### config.mk
export PLATFORM = sky130hd
export DESIGN_NAME = e_enum_serializer
export DESIGN_NICKNAME = d
export VERILOG_FILES = /design/src/rtl/e_enum_serializer_pkg.sv /design/src/rtl/e_enum_serializer_byte_select.sv /design/src/rtl/e_enum_serializer.sv
export SDC_FILE = /design/constraint.sdc
export NUM_CORES = 1
export LEC_CHECK = 0
export CORE_MARGIN = 2
export CORE_UTILIZATION = 45
export DETAILED_ROUTE_END_ITERATION = 7
export PLACE_DENSITY_LB_ADDON = 0.2
export SYNTH_ARGS = -nofsm -noshare
export SYNTH_HDL_FRONTEND = slang
export SYNTH_SLANG_ARGS = --single-unit
### constraint.sdc
create_clock -name clk_i -period 2.8 [get_ports clk_i]
set_input_delay 0.28 -clock clk_i [delete_from_list [all_inputs] [get_ports clk_i]]
set_output_delay 0.28 -clock clk_i [all_outputs]
set_load 0.02 [all_outputs]
### src/rtl/e_enum_serializer_pkg.sv
`default_nettype none
// ============================================================================
// Module      : e_enum_serializer_pkg
// Description : Shared tag constants, state encoding and variant helpers for
//               the tagged-variant byte serializer.
// Revision    : 1.0 - initial release
// ============================================================================
package e_enum_serializer_pkg;

    // Variant tags carried in the first byte of every frame
    localparam logic [7:0] c_V_NONE       = 8'd0;
    localparam logic [7:0] c_V_SHORT      = 8'd1;
    localparam logic [7:0] c_V_FULL       = 8'd2;
    localparam int         c_NUM_VARIANTS = 3;

    // Serializer state encoding
    localparam int c_ST_W = 2;
    typedef logic [c_ST_W-1:0] state_t;
    localparam state_t c_ST_IDLE    = 2'd0;
    localparam state_t c_ST_TAG     = 2'd1;
    localparam state_t c_ST_PAYLOAD = 2'd2;

    // True for tags that name a known variant
    function automatic logic tag_legal(input logic [7:0] tag);
        return (tag < 8'(c_NUM_VARIANTS));
    endfunction

    // Payload byte count for a tag; illegal tags report zero
    function automatic int variant_len(input logic [7:0] tag, input int full_len);
        case (tag)
            c_V_NONE:  return 0;
            c_V_SHORT: return 1;
            c_V_FULL:  return full_len;
            default:   return 0;
        endcase
    endfunction

endpackage
`default_nettype wire

### src/rtl/e_enum_serializer_byte_select.sv
`default_nettype none
// ============================================================================
// Module      : e_byte_select
// Description : Combinational byte mux picking payload byte idx (byte 0 is
//               bits [7:0]). Indices past the payload return zero.
// Revision    : 1.0 - initial release
// ============================================================================
module e_byte_select #(
    parameter int PAYLOAD_BYTES = 2,
    parameter int IDX_W         = 2
) (
    input  logic [8*PAYLOAD_BYTES-1:0] i_payload,
    input  logic [IDX_W-1:0]           i_idx,
    output logic [7:0]                 o_byte
);

    // Walk the payload bytes and forward the one whose position matches idx
    always_comb begin
        o_byte = 8'h00;
        for (int i = 0; i < PAYLOAD_BYTES; i++) begin
            if (i_idx == IDX_W'(i)) begin
                o_byte = i_payload[i*8 +: 8];
            end
        end
    end

endmodule
`default_nettype wire

### src/rtl/e_enum_serializer.sv
`default_nettype none
// ============================================================================
// Module      : e_enum_serializer
// Description : Accepts one tagged variant per transaction and emits it as a
//               byte stream (tag first, payload LSB-first) over valid/ready.
//               Illegal tags are consumed and flagged with a one-cycle err_o.
// Revision    : 1.0 - initial release
// ============================================================================
module e_enum_serializer
    import e_enum_serializer_pkg::*;
#(
    parameter int PAYLOAD_BYTES = 2,
    parameter int FRAME_CNT_W   = 16
) (
    input  logic                       clk_i,
    input  logic                       rst_i,
    input  logic                       in_valid_i,
    output logic                       in_ready_o,
    input  logic [7:0]                 tag_i,
    input  logic [8*PAYLOAD_BYTES-1:0] payload_i,
    output logic                       out_valid_o,
    input  logic                       out_ready_i,
    output logic [7:0]                 out_byte_o,
    output logic                       out_last_o,
    output logic                       err_o,
    output logic [FRAME_CNT_W-1:0]     frames_o
);

    // idx must hold 0..PAYLOAD_BYTES so len fits in the same width
    localparam int c_IDX_W = $clog2(PAYLOAD_BYTES + 1);

    state_t                       r_state;
    state_t                       w_next_state;
    logic [7:0]                   r_tag;
    logic [8*PAYLOAD_BYTES-1:0]   r_payload;
    logic [c_IDX_W-1:0]           r_len;
    logic [c_IDX_W-1:0]           r_idx;
    logic                         r_err;
    logic [FRAME_CNT_W-1:0]       r_frames;

    logic                         w_legal;
    logic                         w_accept;
    logic                         w_last_hs;
    logic [7:0]                   w_sel_byte;

    assign w_legal   = tag_legal(tag_i);
    assign w_accept  = in_valid_i && (r_state == c_ST_IDLE);
    assign w_last_hs = out_valid_o && out_ready_i && out_last_o;

    assign err_o    = r_err;
    assign frames_o = r_frames;

    e_byte_select #(
        .PAYLOAD_BYTES (PAYLOAD_BYTES),
        .IDX_W         (c_IDX_W)
    ) u_byte_select (
        .i_payload (r_payload),
        .i_idx     (r_idx),
        .o_byte    (w_sel_byte)
    );

    // State register; reset abandons any frame in flight
    always_ff @(posedge clk_i) begin
        if (rst_i) begin
            r_state <= c_ST_IDLE;
        end else begin
            r_state <= w_next_state;
        end
    end

    // Next-state and stream outputs; outputs depend only on registered state
    always_comb begin
        w_next_state = r_state;
        in_ready_o   = 1'b0;
        out_valid_o  = 1'b0;
        out_byte_o   = 8'h00;
        out_last_o   = 1'b0;
        case (r_state)
            c_ST_IDLE: begin
                in_ready_o = 1'b1;
                if (in_valid_i && w_legal) begin
                    w_next_state = c_ST_TAG;
                end
            end
            c_ST_TAG: begin
                out_valid_o = 1'b1;
                out_byte_o  = r_tag;
                out_last_o  = (r_len == '0);
                if (out_ready_i) begin
                    w_next_state = (r_len == '0) ? c_ST_IDLE : c_ST_PAYLOAD;
                end
            end
            c_ST_PAYLOAD: begin
                out_valid_o = 1'b1;
                out_byte_o  = w_sel_byte;
                out_last_o  = (r_idx == (r_len - c_IDX_W'(1)));
                if (out_ready_i && out_last_o) begin
                    w_next_state = c_ST_IDLE;
                end
            end
            default: begin
                w_next_state = c_ST_IDLE;
            end
        endcase
    end

    // Frame latch, byte index, error pulse and completed-frame counter
    always_ff @(posedge clk_i) begin
        if (rst_i) begin
            r_tag     <= 8'h00;
            r_payload <= '0;
            r_len     <= '0;
            r_idx     <= '0;
            r_err     <= 1'b0;
            r_frames  <= '0;
        end else begin
            r_err <= w_accept && !w_legal;
            if (w_accept && w_legal) begin
                r_tag     <= tag_i;
                r_payload <= payload_i;
                r_len     <= c_IDX_W'(variant_len(tag_i, PAYLOAD_BYTES));
                r_idx     <= '0;
            end
            if ((r_state == c_ST_TAG) && out_ready_i) begin
                r_idx <= '0;
            end
            if ((r_state == c_ST_PAYLOAD) && out_ready_i && !out_last_o) begin
                r_idx <= r_idx + c_IDX_W'(1);
            end
            if (w_last_hs) begin
                r_frames <= r_frames + FRAME_CNT_W'(1);
            end
        end
    end

endmodule
`default_nettype wire
==> results of run 1 <==
-- metal layers --
layer	wire length [um]	track usage, %
met3	303	3.412
met5	0	0
met1	2716	27.37
met4	38	4.364
met2	2337	28.07
-- report_power, final --
group	switching (mW)	internal, mW
registers	0.00321	0.673
logic	0.0932	0.0779
clock network	0.255	0.185
-- cells in the final DEF (no fill, tap or decap), drive strengths merged --
| cell | netlist | final |
|---|---|---|
| a211oi | 2 | 2 |
| a21oi | 25 | 25 |
| a221o | 1 | 1 |
| a221oi | 1 | 1 |
| a22oi | 8 | 8 |
| and2 | 6 | 6 |
| and3 | 1 | 1 |
| and4 | 3 | 3 |
| buf | 5 | 7 |
| clkbuf | 15 | 5 |
| clkdlybuf4s50 | 0 | 54 |
| clkinvlp | 0 | 1 |
| dfxtp | 47 | 47 |
| ha | 8 | 8 |
| inv | 9 | 11 |
| mux2 | 13 | 13 |
| mux2i | 2 | 2 |
| nand2 | 63 | 63 |
| nand2b | 4 | 4 |
| nand3 | 7 | 7 |
| nand4 | 5 | 5 |
| nand4b | 1 | 1 |
| nor2 | 17 | 17 |
| nor2b | 22 | 22 |
| nor4 | 12 | 12 |
| nor4b | 2 | 2 |
| o21ai | 11 | 11 |
| o22ai | 1 | 1 |
| o31a | 1 | 1 |
| o31ai | 2 | 2 |
| or2 | 2 | 2 |
| or3 | 1 | 1 |
| or3b | 1 | 1 |
| or4 | 2 | 2 |
| xnor2 | 2 | 2 |
-- state kept, by name, summed over array words and instances (netlist names) --
name,flops
err_o,1
frames_o,16
r_idx,2
r_len,2
r_payload,16
r_state,2
r_tag,8
-- worst register-to-register path: cells and delay by family (launching register included) --
kind / cells / cell delay (ns)
fa+ha+maj: 1 / 0.45
buf+inv: 3 / 0.38
mux: 1 / 0.37
simple gates: 1 / 0.36
flops: 1 / 0.34
compound gates: 1 / 0.32
-- layout make-up --
class                      count  area, sq um
clock buffer                   5        68.82
tap                           70        87.58
multi-input combinational    226         1331
timing repair buffer          61        590.6
fill                         514         2027
sequential                    47        940.9
inverter                       9        33.78
clock inverter                 3        27.53
-- cell usage after synthesis, types with 3 or more instances --
library cell  number  share of area [%]
dfxtp_1           47                 39
nand2_1           63                9.9
mux2_2            13                6.1
nor2_1            17                2.7
nand4_1            5                1.3
o21ai_0           11                2.3
buf_2              3               0.63
and2_1             6                1.6
inv_1              9                1.4
nor4_1            12                3.1
and4_1             3                1.1
clkbuf_1          15                2.4
nand3_1            7                1.5
nand2b_1           4                1.0
nor2b_1           22                5.8
a21oi_1           25                5.2
ha_1               8                4.2
a22oi_1            8                2.5
-- logic make-up (layout without fill, tap and decap cells) --
group / after synthesis / in the layout / share of synthesized area (%)
multiplexers: 15 / 15 / 6.967
flip-flops: 47 / 47 / 39.39
buffers and inverters: 29 / 78 / 4.871
AO/OA/AOI/OAI: 52 / 52 / 12.73
adder cells (fa/ha/maj): 8 / 8 / 4.191
AND/OR/NAND/NOR: 149 / 149 / 31.12
XOR/XNOR: 2 / 2 / 0.7335
-- path summary, 6_finish.rpt --
path / from / to / slack [ns]
hold reg to reg: r_tag[0] / r_tag[0] / 0.45
setup / recovery: r_state[0] / out_last_o / 0.19
setup reg to reg: r_state[0] / frames_o[12] / 0.48
hold / removal: rst_i / err_o / 0.45
==> results.py, run 1 <==
metrics = {
    "critical_path": {
        "worst_path_most_repeated_cell": "inv_1",
        "path_buf_inv": 3,
        "path_delay_family": "buffers and inverters",
        "start_kind": "flip-flop",
        "cp_num_cells": 6,
        "worstPathCellList": "inv_1, ha_1, inv_1, o31a_1, nor2b_1, clkdlybuf4s50_1",
        "crit_arrival_ns": 2.33,
        "crit_type": "reg -> out",
        "required_ns": 2.52,
        "worst-path-max-fanout": 13,
        "slowest_delay_ns": 0.62,
        "rr_worst_depth": 7,
        "crit_path_end_kind": "output port",
        "cp_slowest_cell": "clkdlybuf4s50_1",
    },
    "power_and_ir_drop": {
        "leakage_nw": 1.001,
        "power_density_mw_per_mm2": 418.0,
        "power_mw": 1.288,
        "vdd_drop_max_mv": 0.2636,
    },
    "cts": {
        "cts-root-buf": "clkbuf_8",
        "tritoncts": "done",
        "post_cts_buffers": 0,
        "ctsResizeCount": 0,
        "cts_hold_buf": 0,
        "cts-buffers-inserted": 5,
        "clock_latency_ns": 0.30,
        "clockBufferDepth": 2,
        "cts_htree_levels": 2,
        "cts.clk_slew.worst_paths_ns": 0.09,
        "cts.sinks": 47,
    },
    "sta": {
        "setup_viol": 0,
        "drv_slew": 0,
        "whs_ns": 0.4550,
        "fin_crit_sh_pct": 93.10,
        "rsz0062_at_grt": "no",
        "final.min_clock_period_ns": 2.607,
        "final.setup.tns_ns": 0,
        "setup_ws_ns": 0.1933,
        "finClkSkew_ns": 0.006078,
        "clock.fmax_ghz": 0.3836,
        "hold_viol_final": 0,
        "worstMarginPinSlew_ns": 0.6219,
        "maxSlewHeadroom_pct": 58.44,
    },
    "cells_and_area": {
        "layout-drive-gt1-share_pct": 8.832,
        "synthToLayoutAreaGrowth_pct": 28.97,
        "utilization_pct": 60.31,
        "final_cell_count_no_fill": 421,
        "design_area_sq_mm": 0.003080,
        "nNetsFinal": 386,
        "n_antenna_cell": 0,
    },
    "route": {
        "dr.pass1.iters": 4,
        "drtIter0Drc": 93,
        "post_drt_wl_per_cell_um": 12.81,
        "routed_via_density": 5.145,
        "drcViolationCount": 0,
        "via_count": 2166,
        "wl_um": 5395,
        "drtAntennaViolNets": 0,
    },
    "logic_synthesis": {
        "synthCells": 302,
        "synth_area_sq_mm": 0.002389,
        "ys_ff_latch": 47,
        "synthArstFlopShare_pct": 0,
        "ys_warn_count": 0,
        "syn_area_per_cell_sq_um": 7.909,
        "synth_ff_type": "dfxtp_1",
        "syn_nets": 338,
        "post_synth_num_cell_types": 35,
        "synth_edf_count": 0,
        "yosysSeqAreaShare_pct": 39.39,
    },
    "global_routing": {
        "overflow": 0,
        "grt_pass1_wl_um": 9121,
        "grt_usage_pct": 18.58,
        "grt_max_degree": 34,
        "antenna_found_initial": 0,
        "first_global_vias": 1949,
    },
    "placement": {
        "dp_cells": 413,
        "portBuffers": 55,
        "hpwl_um": 3901,
        "place_area_sq_mm": 0.002984,
        "place_ws_ns": 0.5092,
        "gp_congestion": 0.8306,
    },
    "run_status": {
        "run_status": "complete, no violations",
    },
    "die": {
        "rows": 26,
        "initial_core_util_pct": 46.77,
        "dieWidth_um": 76.86,
        "die_area_sq_mm": 0.005907,
        "die_y_um": 76.86,
        "coreArea_sq_mm": 0.005107,
        "num_io_pins": 56,
    },
    "hold_path": {
        "hold_path.class": "in -> reg",
        "hold_depth": 2,
    },
    "run": {
        "max-cap-violations": 0,
    },
}
Note: power is estimated with default switching activity, not from simulation.
==> run 2: changes to the inputs <==
- CTS_CLUSTER_SIZE: default -> 16
- GPL_TIMING_DRIVEN: default -> 0
==> results.py, run 2 (synthesis results as in run 1) <==
metrics = {
    "run": {
        "max-cap-violations": 0,
    },
    "route": {
        "drtAntennaViolNets": 0,
        "via_count": 2249,
        "dr.pass1.iters": 7,
        "wl_um": 5690,
        "drtIter0Drc": 146,
        "post_drt_wl_per_cell_um": 13.14,
        "drcViolationCount": 0,
        "routed_via_density": 5.194,
    },
    "sta": {
        "rsz0062_at_grt": "no",
        "worstMarginPinSlew_ns": 0.7512,
        "clock.fmax_ghz": 0.3732,
        "setup_viol": 0,
        "final.setup.tns_ns": 0,
        "setup_ws_ns": 0.1201,
        "fin_crit_sh_pct": 95.71,
        "finClkSkew_ns": 0.005042,
        "whs_ns": 0.3760,
        "drv_slew": 0,
        "final.min_clock_period_ns": 2.680,
        "maxSlewHeadroom_pct": 49.46,
        "hold_viol_final": 0,
    },
    "global_routing": {
        "grt_usage_pct": 20.14,
        "grt_max_degree": 16,
        "grt_pass1_wl_um": 9653,
        "overflow": 0,
        "first_global_vias": 2082,
        "antenna_found_initial": 0,
    },
    "cts": {
        "cts-root-buf": "clkbuf_8",
        "tritoncts": "done",
        "clock_latency_ns": 0.31,
        "cts-buffers-inserted": 5,
        "cts.sinks": 47,
        "cts_htree_levels": 2,
        "post_cts_buffers": 0,
        "cts.clk_slew.worst_paths_ns": 0.09,
        "clockBufferDepth": 2,
    },
    "placement": {
        "gp_congestion": 0.8539,
        "hpwl_um": 4187,
        "place_ws_ns": 0.4020,
        "portBuffers": 54,
    },
    "critical_path": {
        "path_delay_family": "buffers and inverters",
        "crit_arrival_ns": 2.40,
        "reg2reg_from": "r_len[0]",
        "cp_slowest_cell": "clkdlybuf4s50_1",
        "required_ns": 2.52,
        "worst-path-max-fanout": 10,
        "setup.worst_path.start": "r_idx[1]",
        "crit_path_end_kind": "output port",
        "path_buf_inv": 3,
        "rrSetupSlack_ns": 0.57,
        "worstPathCellList": "inv_1, ha_1, clkbuf_2, o21ai_0, a22oi_1, nor2b_1, clkdlybuf4s50_1",
        "start_kind": "flip-flop",
        "slowest_delay_ns": 0.61,
        "crit_type": "reg -> out",
    },
    "power_and_ir_drop": {
        "power.internal_mw": 0.9313,
        "clock_power_share_pct": 33.1,
        "netSwitchingPower_mw": 0.3406,
        "p_sw_share_pct": 26.78,
        "seqPwrFrac_pct": 53.1,
        "leakage_nw": 1.021,
        "power_mw": 1.272,
        "vdd_drop_max_mv": 0.2731,
        "power_density_mw_per_mm2": 409.6,
        "power_frac_comb_pct": 13.8,
    },
    "cells_and_area": {
        "mostFrequentLayoutCells": "63 x nand2_1, 53 x clkdlybuf4s50_1, 47 x dfxtp_1",
        "fill_cells": 482,
        "n_antenna_cell": 0,
        "synthToLayoutAreaGrowth_pct": 30.02,
        "regArea_sq_um": 940.9,
        "multi_input_area_sq_mm": 0.001331,
        "layout-drive-gt1-share_pct": 7.713,
        "final_common_cell": "nand2_1",
        "nNetsFinal": 398,
    },
    "die": {
        "num_io_pins": 56,
        "initial_core_util_pct": 46.77,
        "rows": 26,
        "die_area_sq_mm": 0.005907,
        "die_y_um": 76.86,
        "coreArea_sq_mm": 0.005107,
        "dieWidth_um": 76.86,
    },
    "hold_path": {
        "hp-start": "rst_i",
        "hold_path.class": "in -> reg",
    },
    "run_status": {
        "run_status": "complete, no violations",
    },
}
==> run 2: area by class of cell <==
type,instances,area share [%]
clock inverters,2,0.5238
well taps,70,2.820
clock buffers,6,2.337
plain buffers,19,2.579
multi-input cells,226,42.87
repair buffers,54,17.49
inverters,9,1.088
flip-flops and latches,47,30.30
==> run 2: power by group through the flow <==
stage | sequential [mW] | clock, mW | combinational, mW
final | 0.676 | 0.420 | 0.176
after global routing | 0.677 | 0.461 | 0.192
after CTS | 0.676 | 0.430 | 0.176
after detailed placement | 0.691 | 0 | 0.176
after global placement | 0.691 | 0 | 0.173
after floorplan | 0.693 | 0 | 0.0947
==> run 2: through the flow <==
| step | utilization [%] | area (sq um) | instances |
|---|---|---|---|
| 2_1_floorplan | - | 2389 | 302 |
| 3_3_place_gp | 59.06 | 3017 | 426 |
| 3_5_place_dp | 59.06 | 3017 | 426 |
| 4_1_cts | 60.80 | 3105 | 434 |
| 5_1_grt | 60.80 | 3105 | 433 |
| 6_report | 60.80 | 3105 | 433 |
==> run 2: worst reg2reg max path: stages (launching register included) <==
cell     delay, ns
dfxtp_1       0.37
inv_1         0.06
ha_1          0.30
xnor2_1       0.15
o31a_1        0.31
buf_2         0.19
nor4_1        0.37
mux2_2        0.37
==> run 2: path summary, 6_finish.rpt <==
path | end | depth (start not counted)
setup / recovery | out_byte_o[4] | 7
hold / removal | r_payload[2] | 2
setup reg to reg | frames_o[15] | 7
hold reg to reg | r_payload[7] | 2
==> run 2: what timing repair did <==
action | CTS | global route
hold buffers | 0 | 0
resized for setup | 0 | 7
endpoints found under the setup margin | 0 | 8
==> run 2: routing by layer <==
layer / track usage (%) / routed length, um / vias to the layer above
met5: 0 / 0 / -
met4: 6.727 / 70 / 0
met3: 4.471 / 292 / 9
met2: 31.14 / 2479 / 58
met1: 27.75 / 2847 / 1022
li1: - / - / 1160
==> run 3: changes to the inputs <==
- CORE_ASPECT_RATIO: default -> 0.9
- CORE_MARGIN: 2 -> default
- SKIP_LAST_GASP: default -> 1
==> results.py, run 3 (synthesis results as in run 1) <==
metrics = {
    "power_and_ir_drop": {
        "power_frac_comb_pct": 12.3,
        "power_density_mw_per_mm2": 458.6,
        "power.internal_mw": 1.109,
        "clock_power_share_pct": 40.8,
        "seqPwrFrac_pct": 46.9,
        "vdd_drop_max_mv": 0.3314,
        "power_mw": 1.442,
        "leakage_nw": 1.061,
        "p_sw_share_pct": 23.15,
        "netSwitchingPower_mw": 0.3339,
    },
    "route": {
        "drtIter0Drc": 146,
        "post_drt_wl_per_cell_um": 13.31,
        "via_count": 2292,
        "dr.pass1.iters": 4,
        "wl_um": 5698,
        "drcViolationCount": 0,
        "routed_via_density": 5.355,
        "drtAntennaViolNets": 0,
    },
    "critical_path": {
        "start_kind": "flip-flop",
        "reg2reg_from": "r_len[0]",
        "cp_slowest_cell": "clkdlybuf4s50_1",
        "crit_path_end_kind": "output port",
        "setup.worst_path.start": "r_idx[1]",
        "rrSetupSlack_ns": 0.55,
        "worst-path-max-fanout": 10,
        "required_ns": 2.52,
        "crit_type": "reg -> out",
        "worstPathCellList": "inv_1, ha_1, clkbuf_2, o21ai_0, a22oi_1, nor2b_1, clkdlybuf4s50_1",
        "crit_arrival_ns": 2.32,
        "slowest_delay_ns": 0.62,
    },
    "cells_and_area": {
        "design_area_sq_mm": 0.003146,
        "regArea_sq_um": 940.9,
        "final_common_cell": "nand2_1",
        "fill_cells": 458,
        "utilization_pct": 63.10,
        "multi_input_area_sq_mm": 0.001331,
        "layout-drive-gt1-share_pct": 7.713,
        "nNetsFinal": 398,
        "mostFrequentLayoutCells": "63 x nand2_1, 52 x clkdlybuf4s50_1, 47 x dfxtp_1",
        "n_antenna_cell": 0,
        "synthToLayoutAreaGrowth_pct": 31.69,
    },
    "die": {
        "coreArea_sq_mm": 0.004985,
        "dieWidth_um": 78.80,
        "initial_core_util_pct": 47.92,
        "rows": 24,
        "die_area_sq_mm": 0.005604,
        "num_io_pins": 56,
        "die_y_um": 71.12,
    },
    "run": {
        "max-cap-violations": 0,
    },
    "run_status": {
        "run_status": "complete, no violations",
    },
    "cts": {
        "cts.sinks": 47,
        "ctsResizeCount": 0,
        "cts-buffers-inserted": 5,
        "tritoncts": "done",
        "clockBufferDepth": 2,
        "cts_htree_levels": 2,
        "cts_hold_buf": 0,
        "post_cts_buffers": 0,
        "cts-root-buf": "clkbuf_8",
        "clock_latency_ns": 0.30,
        "cts.clk_slew.worst_paths_ns": 0.09,
    },
    "sta": {
        "whs_ns": 0.4165,
        "drv_slew": 0,
        "final.setup.tns_ns": 0,
        "rsz0062_at_grt": "no",
        "maxSlewHeadroom_pct": 55.21,
        "clock.fmax_ghz": 0.3843,
        "fin_crit_sh_pct": 92.93,
        "finClkSkew_ns": 0.007592,
        "worstMarginPinSlew_ns": 0.6658,
        "final.min_clock_period_ns": 2.602,
        "setup_viol": 0,
        "hold_viol_final": 0,
    },
    "global_routing": {
        "first_global_vias": 2069,
        "grt_pass1_wl_um": 9508,
        "overflow": 0,
        "grt_max_degree": 15,
        "grt_usage_pct": 21.45,
        "antenna_found_initial": 0,
    },
    "hold_path": {
        "hold_path.class": "in -> reg",
        "hp-start": "rst_i",
    },
    "placement": {
        "place_area_sq_mm": 0.003010,
        "gp_congestion": 0.8059,
        "hpwl_um": 4174,
        "portBuffers": 54,
    },
}
==> run 3: worst paths after layout <==
path	endpoint	cells past startpoint
setup / recovery	out_byte_o[6]	7
hold / removal	r_payload[2]	2
setup reg to reg	frames_o[15]	7
hold reg to reg	r_tag[1]	2
==> run 3: through the flow <==
stage	worst slack, ns	instances
floorplan	0.7550	302
global placement	0.4058	421
detailed placement	0.4062	421
CTS	0.06621	429
global route	0.001456	428
finish	0.1979	428
==> run 3: final cells by class <==
type / instances / area share (%)
well taps: 65 / 2.586
inverters: 9 / 1.074
plain buffers: 19 / 2.546
clock inverters: 2 / 1.909
repair buffers: 54 / 17.34
multi-input cells: 226 / 42.32
flip-flops and latches: 47 / 29.91
clock buffers: 6 / 2.307
==> run 3: critical path, delay by kind of cell, from the launching register on <==
kind                     cells  cell delay [ns]
flip-flops                   1             0.38
AO/OA/AOI/OAI                2             0.32
adder cells (fa/ha/maj)      1             0.27
buffers and inverters        3             0.90
AND/OR/NAND/NOR              1             0.16
==> run 3: metal layers <==
layer	vias to the layer above	track usage (%)	routed length (um)
met5	-	0	0
li1	1154	-	-
met3	6	3.613	249
met1	1087	30.74	2833
met4	0	5.761	52
met2	45	33.14	2564
==> run 3: power by group through the flow <==
| stage | clock network [mW] | logic (mW) | registers, mW |
|---|---|---|---|
| 2_1_floorplan | 0 | 0.0947 | 0.693 |
| 3_3_place_gp | 0 | 0.173 | 0.692 |
| 3_5_place_dp | 0 | 0.175 | 0.692 |
| 4_1_cts | 0.594 | 0.177 | 0.676 |
| 5_1_grt | 0.620 | 0.193 | 0.677 |
| 6_report | 0.589 | 0.177 | 0.676 |
